--- src/rtl/lu_sweep_pkg.sv ---
// Shared types and constants for the logic-unit sweep controller.
package lu_sweep_pkg;

    typedef enum logic [1:0] {
        IDLE = 2'd0,
        RUN  = 2'd1,
        DONE = 2'd2
    } state_e;

    localparam int unsigned IDX_W = 3;
    localparam int unsigned CNT_W = 4;

    localparam logic [3:0] EXP_AND_DEF  = 4'b1000;
    localparam logic [3:0] EXP_NAND_DEF = 4'b0111;

endpackage

--- src/rtl/lu_settle_timer.sv ---
// Settle counter 0..SETTLE-1; tick is a registered flag mirroring the terminal count.
module lu_settle_timer
    import lu_sweep_pkg::*;
#(
    parameter int unsigned SETTLE = 1
) (
    input  logic clk,
    input  logic rst_n,
    input  logic clear,
    input  logic en,
    output logic tick
);

    localparam logic [CNT_W-1:0] LAST = CNT_W'(SETTLE - 1);

    logic [CNT_W-1:0] cnt;

    // tick is computed one cycle ahead so it is high exactly while cnt == LAST
    always_ff @(posedge clk or negedge rst_n) begin
        if (!rst_n) begin
            cnt  <= '0;
            tick <= 1'b0;
        end else if (clear) begin
            cnt  <= '0;
            tick <= (LAST == '0);
        end else if (en) begin
            if (tick) begin
                cnt  <= '0;
                tick <= (LAST == '0);
            end else begin
                cnt  <= cnt + CNT_W'(1);
                tick <= ((cnt + CNT_W'(1)) == LAST);
            end
        end
    end

endmodule

--- src/rtl/lu_sweep_ctrl.sv ---
// Drives all eight {c,x,y} vectors into the logic unit, records both truth tables
// and compares them against the expected AND / NAND patterns.
module lu_sweep_ctrl
    import lu_sweep_pkg::*;
#(
    parameter int unsigned SETTLE   = 1,
    parameter logic [3:0]  EXP_AND  = EXP_AND_DEF,
    parameter logic [3:0]  EXP_NAND = EXP_NAND_DEF
) (
    input  logic       clk,
    input  logic       rst_n,
    input  logic       start,
    input  logic       lu_s,
    output logic       x,
    output logic       y,
    output logic       c,
    output logic       busy,
    output logic       done,
    output logic [3:0] table_and,
    output logic [3:0] table_nand,
    output logic       pass
);

    localparam logic [IDX_W-1:0] LAST_IDX = '1;

    state_e           state;
    logic [IDX_W-1:0] idx;
    logic             tick;
    logic             accept;
    logic             run_en;
    logic             sample;
    logic [3:0]       and_upd;
    logic [3:0]       nand_upd;

    assign run_en = (state == RUN);
    assign accept = start && (state != RUN);
    assign sample = run_en && tick;

    lu_settle_timer #(
        .SETTLE (SETTLE)
    ) u_timer (
        .clk   (clk),
        .rst_n (rst_n),
        .clear (accept),
        .en    (run_en),
        .tick  (tick)
    );

    // Tables including the sample taken at this edge, so pass sees the final row
    always_comb begin
        and_upd  = table_and;
        nand_upd = table_nand;
        if (sample) begin
            if (idx[2]) nand_upd[idx[1:0]] = lu_s;
            else        and_upd[idx[1:0]]  = lu_s;
        end
    end

    always_ff @(posedge clk or negedge rst_n) begin
        if (!rst_n) begin
            state      <= IDLE;
            idx        <= '0;
            x          <= 1'b0;
            y          <= 1'b0;
            c          <= 1'b0;
            busy       <= 1'b0;
            done       <= 1'b0;
            table_and  <= '0;
            table_nand <= '0;
            pass       <= 1'b0;
        end else begin
            case (state)
                IDLE, DONE: begin
                    if (start) begin
                        state       <= RUN;
                        idx         <= '0;
                        {c, x, y}   <= '0;
                        busy        <= 1'b1;
                        done        <= 1'b0;
                        pass        <= 1'b0;
                        table_and   <= '0;
                        table_nand  <= '0;
                    end
                end
                RUN: begin
                    if (tick) begin
                        table_and  <= and_upd;
                        table_nand <= nand_upd;
                        if (idx == LAST_IDX) begin
                            state     <= DONE;
                            idx       <= '0;
                            {c, x, y} <= '0;
                            busy      <= 1'b0;
                            done      <= 1'b1;
                            pass      <= (and_upd == EXP_AND) && (nand_upd == EXP_NAND);
                        end else begin
                            idx       <= idx + IDX_W'(1);
                            {c, x, y} <= idx + IDX_W'(1);
                        end
                    end
                end
                default: state <= IDLE;
            endcase
        end
    end

endmodule

--- config.mk ---
export PLATFORM = sky130hd
export DESIGN_NAME = lu_sweep_ctrl
export DESIGN_NICKNAME = d
export VERILOG_FILES = /design/src/rtl/lu_sweep_pkg.sv /design/src/rtl/lu_settle_timer.sv /design/src/rtl/lu_sweep_ctrl.sv
export SDC_FILE = /design/constraint.sdc
export NUM_CORES = 1
export LEC_CHECK = 0
export CORE_MARGIN = 5
export CORE_UTILIZATION = 48
export DETAILED_ROUTE_END_ITERATION = 7
export PLACE_DENSITY = 0.75
export SYNTH_ARGS = -nofsm -noshare
export SYNTH_HDL_FRONTEND = slang
export SYNTH_SLANG_ARGS = --single-unit
--- constraint.sdc ---
create_clock -name clk -period 1.85 [get_ports clk]
set_clock_uncertainty 0.2 [all_clocks]
set_input_delay 0.4625 -clock clk [delete_from_list [all_inputs] [get_ports clk]]
set_output_delay 0.4625 -clock clk [all_outputs]
set_load 0.02 [all_outputs]
==> run summary <==
The run finished, with violations left. The checks that failed: negative setup slack. The cell with the largest stage delay on the worst path is dfrtp_2. In the synthesized netlist, the number of instances is 137.

The clock insertion delay at the later pin of the skew report is 310 ps. The analysis attributes to cell leakage a power of 0.8300 nW. The net count of the mapped netlist is 147.

The cell depth of the worst flop-to-flop path came out at 6. The last element of the critical path is pass. The total power divided by cell area came out at 1454 mW/mm^2.

The first TritonRoute pass finished after 5 iterations. In this run the worst hold path is classified as in -> async. In this run the number of H-tree levels came out at 1. The critical path's largest stage delay came out at 450 ps.

The worst setup path startpoint is y. The most common cell after layout, fill and taps aside is buf_4. The worst setup path is captured at a register. The overall die height came out at 60.62 um.

The number of remaining DRC errors is 0. Adding up every negative setup slack in the final design gives -175.1 ps. The pin count of the biggest net entering global routing came out at 22. The routed wirelength normalized by instance count came out at 15.59 um. Setup repair after global routing could not meet its margin everywhere. dfrtp_1 takes more of the synthesized area than any other cell.

The placeable core region is 0.002455 mm^2. The post-synthesis instance area is 0.001230 mm^2. The number of global-route vias before repair came to 1,228.

The layout net count is 194. The maximum operating frequency came out at 493.8 MHz. The layout-stage area growth over the synthesis result came out at 39.88%. In the global route stage, overall resource usage came out at 20.68%. The multiplexer area fraction after synthesis came out at 0.9156%.

The count of maximum capacitance violations is 0. Summing the areas of all xor and xnor instances in the mapped netlist gives 0.7121% of the synthesized area. The largest driver fanout on the critical path is 4. The worst flop-to-flop path endpoint is pass. The worst register-to-register path begins at y.

The die covers 0.003675 mm^2. The total non-filler cell area in the finished layout came out at 0.001720 mm^2. The multi-input combinational cell area is 739.5 um^2. The number of max-slew violations in the final report is 0.

The clock transition at the registers of the reported paths is 120 ps. The critical path data arrival time is 2060 ps. The top cell types in the final layout, fill and taps aside, are 31 x buf_4, 25 x nand2_1, 19 x dfrtp_1.

TritonCTS created 3 clock buffers. VDD sags by at most 0.001040 V. The number of synthesis warnings came out at 0. The setup violation total in the final timing report is 1. The number of flip-flops and latches in the synthesized netlist came out at 21. The worst setup path is of the reg -> reg kind.

The final layout contains routed wiring with a total length of 3.321 mm. The deepest clock path buffer count came out at 2. The first global-routing pass estimated 5.644 mm of wire. The antenna diode count came out at 0. The transition at the pin with the smallest max-transition slack is 363.5 ps. The number of hold violations in the final report is 0.

The post-synthesis average cell area came out at 8.978 um^2. In the post-route analysis, the smallest setup slack over all paths is -175.1 ps. After synthesis, the largest family of logic cells by area is simple AND/OR/NAND/NOR gates. The post-synthesis cell type count is 34.

The total clock sinks came out at 21. Summed over all layers, the global routing overflow is 0. At the end of the flow the core is filled with cells to 70.08%. The share of synthesized cell area in full adder, half adder and majority cells came out at 6.104%. For this run, the register share of the synthesized area comes to 42.73%. The register cell area after layout is 528.0 um^2.

The initial core utilization came out at 50.10%. The slack of the worst reg-to-reg path is -180 ps. The post-detailed-route count of antenna-violating nets came out at 0.

After filler insertion, the fill cell instance count of the layout stands at 212. The relative slew slack is 75.67%. TritonCTS built the clock tree. Routability-driven placement finished with a final weighted congestion of 0.9754. Dividing the detail-routed via count by the number of cells gives 5.704. By area the synthesized netlist is led by dfrtp_1 43%, nand2_1 7.6%, ha_1 6.1%, nor2b_1 4.1%, o21ai_1 4.1%. The count of buffers inserted at the top-level ports is 17. The post-route worst hold slack came out at 274.7 ps. The cell area after placement came out at 0.001675 mm^2. The half-perimeter wire length after detailed placement is 2.646 mm. The time the final worst path needs with I/O delays and setup came out at 2025 ps. The synthesized design devotes to its leading area cell type 42.73% of total area.

The buffer type at the clock tree root is clkbuf_4. The number of antenna violations at the first check in global routing came out at 0. During I/O placement, the number of pins put on the boundary was 18. The critical path goes through inv_4 > ha_4 > or3_4 > a31o_1 > a211o_1 > o31ai_2. The number of design-rule violations left by the first detailed-router iteration came out at 52. The synthesized netlist devotes 30.32% of its cell area to simple gates. The ratio of final minimum period to clock period came out at 109.5%. Summing internal, switching and leakage power gives 2.501 mW. Row generation in the floorplan step produced 18 rows.

Detailed routing inserted a total of 1,215 vias. The kind of start point of the critical path is a register. The required time at the worst-slack endpoint came out at 1880 ps. The ratio of cells with drive above 1 in the final layout is 27.87%. From left edge to right edge, the die measures 60.62 um. The number of hold buffers added after CTS came out at 0. Summing the areas of all compound-gate instances in the mapped netlist gives 16.79% of the synthesized area.
## per-layer routing
layer | vias up | track usage [%] | routed length [um]
li1 | 582 | - | -
met1 | 585 | 27.02 | 1395
met2 | 41 | 35.88 | 1711
met3 | 7 | 2.766 | 172
met4 | 0 | 5.573 | 41
met5 | - | 0 | 0
## where the power goes
group | switching (mW) | total (mW) | internal [mW]
Clock | 0.146 | 0.226 | 0.0809
Sequential | 0.124 | 0.711 | 0.587
Combinational | 0.840 | 1.56 | 0.723
## how the worst min path moves through the flow
stage	from	end	slack [ps]
floorplan	rst_n	busy	-30
global placement	done	done	260
detailed placement	busy	busy	290
CTS	rst_n	busy	280
global route	rst_n	pass	290
finish	rst_n	pass	270
## synth_stat cells
cell       instances
o21ai_0            2
nand3_1            8
o31ai_2            1
and4b_1            2
dfrtp_1           21
nand2b_1           4
a31o_1             1
a21oi_1            5
nor2_1             8
nand4b_1           2
ha_1               6
nand4_1            1
a211o_1            1
or4b_1             1
or3b_1             1
a32o_1             3
nand2_1           25
a22o_1             2
o21ai_1           10
nor3_1             2
o31ai_1            1
xor2_1             1
nor2b_1            8
mux2_2             1
inv_1              2
a2111oi_2          1
nor2b_2            1
or3_1              1
a31oi_1            1
o21bai_1           1
clkbuf_1           6
nand3b_1           5
o21a_1             1
and3b_1            1
## registers in the layout (all words and copies together), names as in the netlist
register and count:
pass 1, table_nand 4, state 2, done 1, busy 1, idx 1
x 1, y 1, u_timer.cnt 4, table_and 4, u_timer.tick 1
## final cells by class
type	instances	share of cell area (%)
sequential	21	30.69
clock inverter	1	0.2909
clock buffer	3	1.309
tap	30	2.182
multi-input combinational	108	42.98
timing repair buffer	48	21.96
inverter	2	0.5818
## critical path: cells and delay by family (launching register included)
family	cells	cell delay, ps
adders and majority gates	1	160
AOI/OAI and AO/OA	3	710
and+or+nand+nor	1	350
DFF	1	450
buffers and inverters	1	70
## timing repair
item,4_1_cts,5_1_grt
resized for setup,21,5
buffers inserted,1,1
gates cloned,0,0
pin swaps,3,1
endpoints found under the setup margin,15,3
## metrics by stage
| stage | instances | setup WS [ps] |
|---|---|---|
| global route | 213 | -252.8 |
| floorplan | 137 | -149.1 |
| global placement | 207 | -408.0 |
| detailed placement | 207 | -497.0 |
| CTS | 212 | -171.8 |
| finish | 213 | -175.1 |
## cell families (layout without fill, tap and decap cells)
group,Yosys count,in the layout
XOR/XNOR,1,1
AND/OR/NAND/NOR,70,70
flip-flops,21,21
multiplexers,1,1
AO/OA/AOI/OAI,30,30
adder cells (fa/ha/maj),6,6
buffers and inverters,8,54
No activity file was read; power rests on OpenSTA's default activity.
